===== config.mk =====
export PLATFORM = sky130hd
export DESIGN_NAME = io_port_hub_flat
export DESIGN_NICKNAME = d
export VERILOG_FILES = /design/src/rtl/io_port_hub_pkg.sv /design/src/rtl/io_port_hub_if.sv /design/src/rtl/io_port_hub_tx_fifo.sv /design/src/rtl/io_port_hub.sv /design/src/flat_wrapper.sv
export SDC_FILE = /design/constraint.sdc
export NUM_CORES = 1
export LEC_CHECK = 0
export CORE_AREA = 2 2 115 117
export DETAILED_ROUTE_END_ITERATION = 10
export DIE_AREA = 0 0 117 119
export GPL_TIMING_DRIVEN = 0
export MAX_ROUTING_LAYER = met4
export PLACE_DENSITY = 0.79
export RECOVER_POWER = 100
export SYNTH_ARGS = -nofsm -noshare
export SYNTH_HDL_FRONTEND = slang
export SYNTH_SLANG_ARGS = --single-unit

===== constraint.sdc =====
create_clock -name clk_in -period 3 [get_ports clk_in]
set_input_delay 0.6 -clock clk_in [delete_from_list [all_inputs] [get_ports clk_in]]
set_output_delay 0.6 -clock clk_in [all_outputs]
set_load 0.03 [all_outputs]

===== src/rtl/io_port_hub_pkg.sv =====
// ---------------------------------------------------------------------------
// io_port_hub_pkg
// Shared constants and types for the I/O port hub:
//   - I/O window base address and the offsets of its two registers
//   - the address bits that select the I/O window
//   - FSM state encoding for the program-stop sequence
//   - byte_of(): little-endian byte extraction from a 32-bit word
// ---------------------------------------------------------------------------
package io_port_hub_pkg;

    localparam logic [31:0] IO_BASE       = 32'h0003_0000;
    localparam logic [2:0]  IO_IN_OUT     = 3'h0;
    localparam logic [2:0]  IO_CLOCK_STOP = 3'h4;

    // cpu_a[17:16] of the I/O window (2'b11); anything else is RAM.
    localparam logic [1:0]  IO_SEL        = IO_BASE[17:16];

    typedef enum logic [1:0] {
        ST_RUN    = 2'd0,
        ST_DRAIN  = 2'd1,
        ST_HALTED = 2'd2
    } hub_state_e;

    function automatic logic [7:0] byte_of(input logic [31:0] w, input logic [1:0] idx);
        return w[{idx, 3'b000} +: 8];
    endfunction

endpackage


===== src/rtl/io_port_hub_if.sv =====
// ---------------------------------------------------------------------------
// io_port_hub_if
// Bus bundle around the I/O port hub.
//   CPU side : rdy_in, cpu_a, cpu_dout, cpu_wr -> hub ; cpu_din, io_buffer_full <- hub
//   RAM side : ram_a, ram_we, ram_dout <- hub ; ram_din -> hub (1-cycle latency)
//   UART side: tx_data, tx_valid, rx_pop <- hub ; tx_ready, rx_data, rx_valid -> hub
//   Status   : halted <- hub
// modport master: the environment (core, RAM, UART); modport slave: the hub.
// ---------------------------------------------------------------------------
interface io_port_hub_if;

    logic        rdy_in;
    logic [31:0] cpu_a;
    logic [7:0]  cpu_dout;
    logic        cpu_wr;
    logic [7:0]  cpu_din;
    logic        io_buffer_full;

    logic [16:0] ram_a;
    logic        ram_we;
    logic [7:0]  ram_dout;
    logic [7:0]  ram_din;

    logic [7:0]  tx_data;
    logic        tx_valid;
    logic        tx_ready;
    logic [7:0]  rx_data;
    logic        rx_valid;
    logic        rx_pop;

    logic        halted;

    modport master (
        output rdy_in, cpu_a, cpu_dout, cpu_wr, ram_din, tx_ready, rx_data, rx_valid,
        input  cpu_din, io_buffer_full, ram_a, ram_we, ram_dout, tx_data, tx_valid,
               rx_pop, halted
    );

    modport slave (
        input  rdy_in, cpu_a, cpu_dout, cpu_wr, ram_din, tx_ready, rx_data, rx_valid,
        output cpu_din, io_buffer_full, ram_a, ram_we, ram_dout, tx_data, tx_valid,
               rx_pop, halted
    );

endinterface


===== src/rtl/io_port_hub_tx_fifo.sv =====
// ---------------------------------------------------------------------------
// io_tx_fifo
// Synchronous byte FIFO, 2**DEPTH_BIT entries, async active-low reset.
//   push/push_data : write side; a push into a full FIFO is dropped
//   pop/rd_data    : read side, rd_data is the head entry (valid when count!=0)
//   count          : current occupancy
//   count_nxt      : occupancy after this cycle's push/pop
// ---------------------------------------------------------------------------
module io_tx_fifo #(
    parameter int unsigned DEPTH_BIT = 3
) (
    input  logic                 clk_in,
    input  logic                 rst_in,
    input  logic                 push,
    input  logic [7:0]           push_data,
    input  logic                 pop,
    output logic [7:0]           rd_data,
    output logic [DEPTH_BIT:0]   count,
    output logic [DEPTH_BIT:0]   count_nxt
);

    localparam logic [DEPTH_BIT:0] FULL_CNT = {1'b1, {DEPTH_BIT{1'b0}}};

    logic [7:0]           mem_q [0:(1 << DEPTH_BIT) - 1];
    logic [DEPTH_BIT-1:0] wr_ptr_q, wr_ptr_d;
    logic [DEPTH_BIT-1:0] rd_ptr_q, rd_ptr_d;
    logic [DEPTH_BIT:0]   count_q, count_d;
    logic                 push_ok, pop_ok;

    always_comb begin
        push_ok  = push && (count_q != FULL_CNT);
        pop_ok   = pop && (count_q != '0);
        wr_ptr_d = wr_ptr_q;
        rd_ptr_d = rd_ptr_q;
        count_d  = count_q;
        if (push_ok) wr_ptr_d = wr_ptr_q + 1'b1;
        if (pop_ok)  rd_ptr_d = rd_ptr_q + 1'b1;
        case ({push_ok, pop_ok})
            2'b10:   count_d = count_q + 1'b1;
            2'b01:   count_d = count_q - 1'b1;
            default: count_d = count_q;
        endcase
    end

    always_ff @(posedge clk_in or negedge rst_in) begin
        if (!rst_in) begin
            wr_ptr_q <= '0;
            rd_ptr_q <= '0;
            count_q  <= '0;
        end else begin
            wr_ptr_q <= wr_ptr_d;
            rd_ptr_q <= rd_ptr_d;
            count_q  <= count_d;
        end
    end

    // Storage needs no reset: entries are only visible once counted in.
    always_ff @(posedge clk_in) begin
        if (push_ok) mem_q[wr_ptr_q] <= push_data;
    end

    assign rd_data   = mem_q[rd_ptr_q];
    assign count     = count_q;
    assign count_nxt = count_d;

endmodule


===== src/rtl/io_port_hub.sv =====
// ---------------------------------------------------------------------------
// io_port_hub
// Address decoder between the core's byte bus, the 128KB RAM and the UART.
// cpu_a[17:16]==2'b11 selects I/O; everything else is RAM.
//   clk_in : system clock
//   rst_in : asynchronous active-low reset
//   bus    : io_port_hub_if.slave (CPU, RAM and UART signals, halted)
// I/O map (cpu_a[2:0]):
//   0     read: UART RX byte (pops it) or 0x00 ; write: push non-zero byte to TX FIFO
//   4..7  read: free-running cycle counter, little-endian
//   4     write: push NUL, drain the TX FIFO, then halt
// Read data returns the cycle after the request.
// Optional: define IO_CLOCK_SNAPSHOT_EN so a read of offset 4 latches the
// whole counter and offsets 5..7 return bytes of that snapshot.
// ---------------------------------------------------------------------------
module io_port_hub
    import io_port_hub_pkg::*;
#(
    parameter int unsigned TX_DEPTH_BIT = 3,
    parameter int unsigned FULL_MARGIN  = 2
) (
    input  logic         clk_in,
    input  logic         rst_in,
    io_port_hub_if.slave bus
);

    localparam int unsigned        CW         = TX_DEPTH_BIT + 1;
    localparam logic [CW-1:0]      FULL_CNT   = {1'b1, {TX_DEPTH_BIT{1'b0}}};
    localparam logic [CW-1:0]      MARGIN_CNT = CW'(FULL_MARGIN);

    hub_state_e  state_q, state_d;
    logic [31:0] cnt_q, cnt_d;
    logic        rd_pend_q, rd_pend_d;
    logic        sel_io_q, sel_io_d;
    logic [7:0]  io_byte_q, io_byte_d;
    logic [7:0]  din_hold_q, din_hold_d;
    logic        full_q, full_d;

    logic        is_io_acc;
    logic [2:0]  io_off;
    logic        rd_acc, wr_acc;
    logic [7:0]  io_byte;
    logic        rx_pop_c;
    logic        push;
    logic [7:0]  push_data;
    logic        tx_pop;
    logic [7:0]  cpu_din_c;
    logic [7:0]  fifo_rd_data;
    logic [CW-1:0] fifo_count, fifo_count_nxt;
    logic        unused_addr;

`ifdef IO_CLOCK_SNAPSHOT_EN
    logic [31:0] snap_q, snap_d;
`endif

    assign unused_addr = ^bus.cpu_a[31:18];

    assign is_io_acc = (bus.cpu_a[17:16] == IO_SEL);
    assign io_off    = bus.cpu_a[2:0];
    assign rd_acc    = bus.rdy_in && !bus.cpu_wr;
    assign wr_acc    = bus.rdy_in && bus.cpu_wr;

    // I/O read byte selection.
    always_comb begin
        io_byte  = '0;
        rx_pop_c = 1'b0;
        if (io_off == IO_IN_OUT) begin
            if (bus.rx_valid) io_byte = bus.rx_data;
            rx_pop_c = rd_acc && is_io_acc && bus.rx_valid;
        end else if (io_off[2]) begin
`ifdef IO_CLOCK_SNAPSHOT_EN
            if (io_off[1:0] == 2'd0) io_byte = cnt_q[7:0];
            else                     io_byte = byte_of(snap_q, io_off[1:0]);
`else
            io_byte = byte_of(cnt_q, io_off[1:0]);
`endif
        end
    end

`ifdef IO_CLOCK_SNAPSHOT_EN
    always_comb begin
        snap_d = snap_q;
        if (rd_acc && is_io_acc && (io_off == IO_CLOCK_STOP)) snap_d = cnt_q;
    end
`endif

    // Write decode and program-stop FSM.
    always_comb begin
        state_d   = state_q;
        push      = 1'b0;
        push_data = bus.cpu_dout;
        case (state_q)
            ST_RUN: begin
                if (wr_acc && is_io_acc) begin
                    if (io_off == IO_IN_OUT) begin
                        push = (bus.cpu_dout != '0);
                    end else if (io_off == IO_CLOCK_STOP) begin
                        push      = 1'b1;
                        push_data = '0;
                        state_d   = ST_DRAIN;
                    end
                end
            end
            ST_DRAIN: begin
                if ((fifo_count == '0) && !push) state_d = ST_HALTED;
            end
            default: state_d = ST_HALTED;
        endcase
    end

    // Read return: a registered I/O byte or the RAM's own 1-cycle data; when
    // no read was accepted last cycle the previous value is held.
    always_comb begin
        cpu_din_c  = rd_pend_q ? (sel_io_q ? io_byte_q : bus.ram_din) : din_hold_q;
        din_hold_d = cpu_din_c;
        rd_pend_d  = rd_acc;
        sel_io_d   = sel_io_q;
        io_byte_d  = io_byte_q;
        if (rd_acc) begin
            sel_io_d  = is_io_acc;
            io_byte_d = io_byte;
        end
        cnt_d  = cnt_q + 32'd1;
        tx_pop = bus.tx_valid && bus.tx_ready;
        full_d = (FULL_CNT - fifo_count_nxt) <= MARGIN_CNT;
    end

    always_ff @(posedge clk_in or negedge rst_in) begin
        if (!rst_in) begin
            state_q    <= ST_RUN;
            cnt_q      <= '0;
            rd_pend_q  <= 1'b0;
            sel_io_q   <= 1'b0;
            io_byte_q  <= '0;
            din_hold_q <= '0;
            full_q     <= 1'b0;
        end else begin
            state_q    <= state_d;
            cnt_q      <= cnt_d;
            rd_pend_q  <= rd_pend_d;
            sel_io_q   <= sel_io_d;
            io_byte_q  <= io_byte_d;
            din_hold_q <= din_hold_d;
            full_q     <= full_d;
        end
    end

`ifdef IO_CLOCK_SNAPSHOT_EN
    always_ff @(posedge clk_in or negedge rst_in) begin
        if (!rst_in) snap_q <= '0;
        else         snap_q <= snap_d;
    end
`endif

    io_tx_fifo #(
        .DEPTH_BIT (TX_DEPTH_BIT)
    ) u_tx_fifo (
        .clk_in    (clk_in),
        .rst_in    (rst_in),
        .push      (push),
        .push_data (push_data),
        .pop       (tx_pop),
        .rd_data   (fifo_rd_data),
        .count     (fifo_count),
        .count_nxt (fifo_count_nxt)
    );

    assign bus.ram_a          = bus.cpu_a[16:0];
    assign bus.ram_dout       = bus.cpu_dout;
    assign bus.ram_we         = wr_acc && !is_io_acc && (state_q != ST_HALTED);
    // Gated by reset so no RX byte is consumed while the hub is held in reset.
    assign bus.rx_pop         = rx_pop_c && rst_in;
    assign bus.cpu_din        = cpu_din_c;
    assign bus.tx_data        = fifo_rd_data;
    assign bus.tx_valid       = (fifo_count != '0);
    assign bus.io_buffer_full = full_q;
    assign bus.halted         = (state_q == ST_HALTED);

endmodule


===== src/flat_wrapper.sv =====
// flat-port wrapper written by rule: the top's interface ports become plain ports
module io_port_hub_flat import io_port_hub_pkg::*;
#(
    parameter int unsigned TX_DEPTH_BIT = 3,
    parameter int unsigned FULL_MARGIN  = 2
)
  (clk_in, rst_in, bus_rdy_in, bus_cpu_a, bus_cpu_dout, bus_cpu_wr, bus_ram_din, bus_tx_ready, bus_rx_data, bus_rx_valid, bus_cpu_din, bus_io_buffer_full, bus_ram_a, bus_ram_we, bus_ram_dout, bus_tx_data, bus_tx_valid, bus_rx_pop, bus_halted);
  io_port_hub_if bus_i ();
  input  logic clk_in;
  input  logic rst_in;
  input wire logic [$bits(bus_i.rdy_in)-1:0] bus_rdy_in;
  input wire logic [$bits(bus_i.cpu_a)-1:0] bus_cpu_a;
  input wire logic [$bits(bus_i.cpu_dout)-1:0] bus_cpu_dout;
  input wire logic [$bits(bus_i.cpu_wr)-1:0] bus_cpu_wr;
  input wire logic [$bits(bus_i.ram_din)-1:0] bus_ram_din;
  input wire logic [$bits(bus_i.tx_ready)-1:0] bus_tx_ready;
  input wire logic [$bits(bus_i.rx_data)-1:0] bus_rx_data;
  input wire logic [$bits(bus_i.rx_valid)-1:0] bus_rx_valid;
  output wire logic [$bits(bus_i.cpu_din)-1:0] bus_cpu_din;
  output wire logic [$bits(bus_i.io_buffer_full)-1:0] bus_io_buffer_full;
  output wire logic [$bits(bus_i.ram_a)-1:0] bus_ram_a;
  output wire logic [$bits(bus_i.ram_we)-1:0] bus_ram_we;
  output wire logic [$bits(bus_i.ram_dout)-1:0] bus_ram_dout;
  output wire logic [$bits(bus_i.tx_data)-1:0] bus_tx_data;
  output wire logic [$bits(bus_i.tx_valid)-1:0] bus_tx_valid;
  output wire logic [$bits(bus_i.rx_pop)-1:0] bus_rx_pop;
  output wire logic [$bits(bus_i.halted)-1:0] bus_halted;
  assign bus_i.rdy_in = bus_rdy_in;
  assign bus_i.cpu_a = bus_cpu_a;
  assign bus_i.cpu_dout = bus_cpu_dout;
  assign bus_i.cpu_wr = bus_cpu_wr;
  assign bus_i.ram_din = bus_ram_din;
  assign bus_i.tx_ready = bus_tx_ready;
  assign bus_i.rx_data = bus_rx_data;
  assign bus_i.rx_valid = bus_rx_valid;
  assign bus_cpu_din = bus_i.cpu_din;
  assign bus_io_buffer_full = bus_i.io_buffer_full;
  assign bus_ram_a = bus_i.ram_a;
  assign bus_ram_we = bus_i.ram_we;
  assign bus_ram_dout = bus_i.ram_dout;
  assign bus_tx_data = bus_i.tx_data;
  assign bus_tx_valid = bus_i.tx_valid;
  assign bus_rx_pop = bus_i.rx_pop;
  assign bus_halted = bus_i.halted;
  io_port_hub #(.TX_DEPTH_BIT(TX_DEPTH_BIT), .FULL_MARGIN(FULL_MARGIN)) u_core (.clk_in(clk_in), .rst_in(rst_in), .bus(bus_i));
endmodule

==> metrics.log <==
[metrics] global-route congestion overflow total: 0
[metrics] CTS root buffer: clkbuf_16
[metrics] hold crit path type: primary input to asynchronous set/reset pin
[metrics] Max Fclk: around 0.33 GHz
[metrics] IO Count: 108
[metrics] core box area: 0.0129 sq mm
[metrics] failing checks: negative setup slack
[metrics] final slew viol count: 0
[metrics] count of flip-flops with a built-in enable after synthesis: 64
[metrics] RSZ-0062 raised after global routing: true
[metrics] summed instance area of the synthesized netlist: 0.00592 sq mm
[metrics] Syn Nets: 499
[metrics] TritonCTS clock tree: yes
[metrics] H-tree level count: 4
[metrics] Inserted Clock Buffers: 17
[metrics] clk_skew: 12.1 ps
[metrics] number of library cell types mapped by synthesis: 48
[metrics] post-synthesis sequential element count: 127
[metrics] number of instances in the synthesized netlist: roughly 430
[metrics] max capacitance violation total: 0
[metrics] cell with the most instances after synthesis: edfxtp_1
[metrics] Slew @ Worst Pin: 884 ps
[metrics] Total Wirelength: 13.4 mm
[metrics] worst path arrival time: 3370 ps
[metrics] starting DRC count in detailed routing: 297
[metrics] die height: roughly 120 microns
[metrics] Commonest cells post-synth: edfxtp_1 (64), dfrtp_1 (63), xnor2_1 (28)
[metrics] proportion of register bits with asynchronous set or reset after synthesis: 0.496
[metrics] sequential-to-total area share from yosys stat: 0.591
[metrics] global-route total usage across every layer: 0.213
[metrics] cell type contributing the most total cell area after synthesis: edfxtp_1
[metrics] Cell Area, Placed: 0.00697 sq mm
[metrics] Critical Path Sink Type: flop
[metrics] clock-pin transition on the worst setup and hold timing paths: 50 ps
[metrics] detailed placement HPWL: 9.04 mm
[metrics] antenna-violating nets left: 0
[metrics] post-placement worst setup slack: -1080 ps
[metrics] launch instance of the worst register-to-register path: u_core.state_q[0]$_DFFE_PN0P_
[metrics] clock latency on the worst-skew pair: around 420 ps
[metrics] sinks on the clock net: about 130
[metrics] power density cells: 783 mW/mm^2
[metrics] global-route wire length before repair: around 22 mm
[metrics] number of global-route vias before repair: 4,213
[metrics] capturing instance or port of the critical path: u_core.bus.io_buffer_full$_DFF_PN0_
[metrics] Worst Slack Setup Final: -43.2 ps
[metrics] fin nets: 607
[metrics] required time of the critical path: 3320 ps
[metrics] start point of the critical path: bus_cpu_wr
[metrics] count of final setup violators: 1
[metrics] number of optimization iterations in the first detailed-route pass: 4
[metrics] Setup CP Type: primary input to flop
[metrics] Crit Path Max Fanout: 4
[metrics] Lkg Pwr: 3.05 nW
[metrics] routed vias/inst: 5.44
[metrics] cell types with the largest area share after synthesis: edfxtp_1 (32%), dfrtp_1 (27%), mux4_2 (9.1%), xnor2_1 (4.1%), buf_4 (3.3%)
[metrics] initial antenna violation count: 0
[metrics] maximum vdd ir drop: between 400 and 500 uV
[metrics] Yosys top cell area share: 0.325
[metrics] Yosys warnings: 0
[metrics] antenna fix cells: 0
[metrics] fraction of layout cells with a size suffix above 1: 0.278
[metrics] standard-cell rows: 42
[metrics] worst r2r dst: u_core.bus.io_buffer_full$_DFF_PN0_
[metrics] Final Cycle Share: 1.01
[metrics] port bufs: 80
[metrics] worst r2r path cells: 12
[metrics] number of DRC violations after detailed routing: 0
[metrics] overall die area: ~0.014 sq mm
[metrics] worst relative slew slack: 0.409
[metrics] area growth from synthesis to final layout: 32.6%
[metrics] starting utilization of the core area: 0.460
[metrics] Startpoint Class: primary input
[metrics] Util after Layout: 0.610
[metrics] status: finished, violations left
[metrics] Routability Congestion: 0.872
[metrics] die extent in x: 117 microns
[metrics] final standard cell area without fillers: slightly below 0.008 sq mm
[metrics] final critical path time including I/O delays and setup: just over 3000 ps
[metrics] routed len/inst: 18.5 microns
[metrics] overall via count from detail_route: 3,949
[metrics] syn_area_per_cell: roughly 14 sq um
[metrics] Max Root-Sink Buffers: 2
[metrics] most used flip-flop cell after synthesis: edfxtp_1
[metrics] largest net degree at the start of global routing: 38
[metrics] flop2flop setup slack: 0 ps
[metrics] final-report hold violation count: 0
==> logic make-up (layout without fill, tap and decap cells) <==
| group | Yosys count | after routing | share of synthesized area |
|---|---|---|---|
| AND/OR/NAND/NOR | 121 | 121 | 0.118 |
| flip-flops | 127 | 127 | 0.591 |
| multiplexers | 44 | 44 | 0.127 |
| buffers and inverters | 57 | 178 | 0.0537 |
| adder cells (fa/ha/maj) | 8 | 8 | 0.0169 |
| AO/OA/AOI/OAI | 35 | 35 | 0.0378 |
| XOR/XNOR | 37 | 37 | 0.0548 |
==> layout by cell type (no fill, tap or decap), types with 4 or more instances in the layout <==
cell type / instances
clkdlybuf4s50_1: 58
buf_6: 4
mux2_2: 10
a22oi_1: 9
inv_1: 11
and2_1: 11
nor3_2: 4
a21oi_1: 8
bufinv_16: 5
clkbuf_16: 17
clkbuf_2: 6
xnor2_1: 28
mux2i_1: 8
nor2_1: 23
edfxtp_1: 64
dfrtp_1: 63
buf_2: 5
xor2_1: 9
mux4_2: 24
clkbuf_1: 6
nor3b_2: 4
o21ai_0: 10
buf_4: 36
nand4_1: 9
ha_1: 4
nand2_1: 22
dlygate4sd2_1: 8
and3_1: 5
nand3_1: 12
==> through the flow <==
step | std cells | setup TNS, ps | power, mW | hold slack [ps]
after floorplan | 429 | -194 | 3.16 | 304
after global placement | 685 | -75020 | 3.63 | 476
after detailed placement | 687 | -37120 | 3.70 | 481
after CTS | 725 | 0 | 6.05 | 230
after global routing | 726 | -353 | 6.41 | 256
final | 726 | -43.2 | 6.15 | 212
==> repair_timing <==
item / CTS / global route
pin swaps: 11 / 7
gates resized for setup: 70 / 19
endpoints found under the setup margin: 36 / 15
buffers inserted: 9 / 1
hold buffers: 0 / 0
==> worst min path at each step <==
stage / endpoint / slack, ps / cells after the start
after floorplan: u_core.bus.io_buffer_full$_DFF_PN0_ / 300 / 0
after global placement: u_core.cnt_q[31]$_DFF_PN0_ / 480 / 1
after detailed placement: u_core.cnt_q[23]$_DFF_PN0_ / 480 / 1
after CTS: u_core.cnt_q[23]$_DFF_PN0_ / 230 / 1
after global routing: u_core.cnt_q[26]$_DFF_PN0_ / 260 / 1
final: u_core.cnt_q[23]$_DFF_PN0_ / 210 / 1
==> where the power goes <==
group	internal (mW)	switching, mW	leakage (nW)
logic	0.895	1.04	1.36
registers	1.93	0.0719	1.39
clock network	1.49	0.726	0.301
total	4.31	1.83	3.05
==> sequential cells by signal, indices dropped and copies added (netlist names) <==
name,cells
u_core.din_hold_q,8
u_core.state_q,2
u_core.cnt_q,32
u_core.sel_io_q,1
u_core.u_tx_fifo.mem_q,64
u_core.rd_pend_q,1
u_core.bus.io_buffer_full,1
u_core.io_byte_q,8
u_core.u_tx_fifo.wr_ptr_q,3
u_core.u_tx_fifo.rd_ptr_q,3
u_core.u_tx_fifo.count,4
==> routing by layer <==
layer / up-vias / track usage / share of wire
met3: 33 / 0.0555 / 0.050
met1: 2014 / 0.251 / 0.39
met2: 138 / 0.347 / 0.53
met4: 0 / 0.0860 / 0.024
met5: - / - / 0
li1: 1764 / - / -
==> cell type report <==
cell class	count	area, sq um
Fill cell	945	5020
Sequential cell	127	3500
Multi-Input combinational cell	245	2280
Timing Repair Buffer	92	871
Clock buffer	20	447
Buffer	41	295
Tap cell	176	220
Clock inverter	12	190
Inverter	13	51.3
==> critical path, stage by stage <==
cell and delay (ps):
dlygate4sd3_1 600, nand4_1 140, a221o_2 360, ha_4 180, xor2_1 140, ha_1 300
mux2_4 320, inv_4 60, ha_4 140, nand3_2 90, o221a_4 290, o31ai_4 150
No activity file was read; power rests on OpenSTA's default activity.
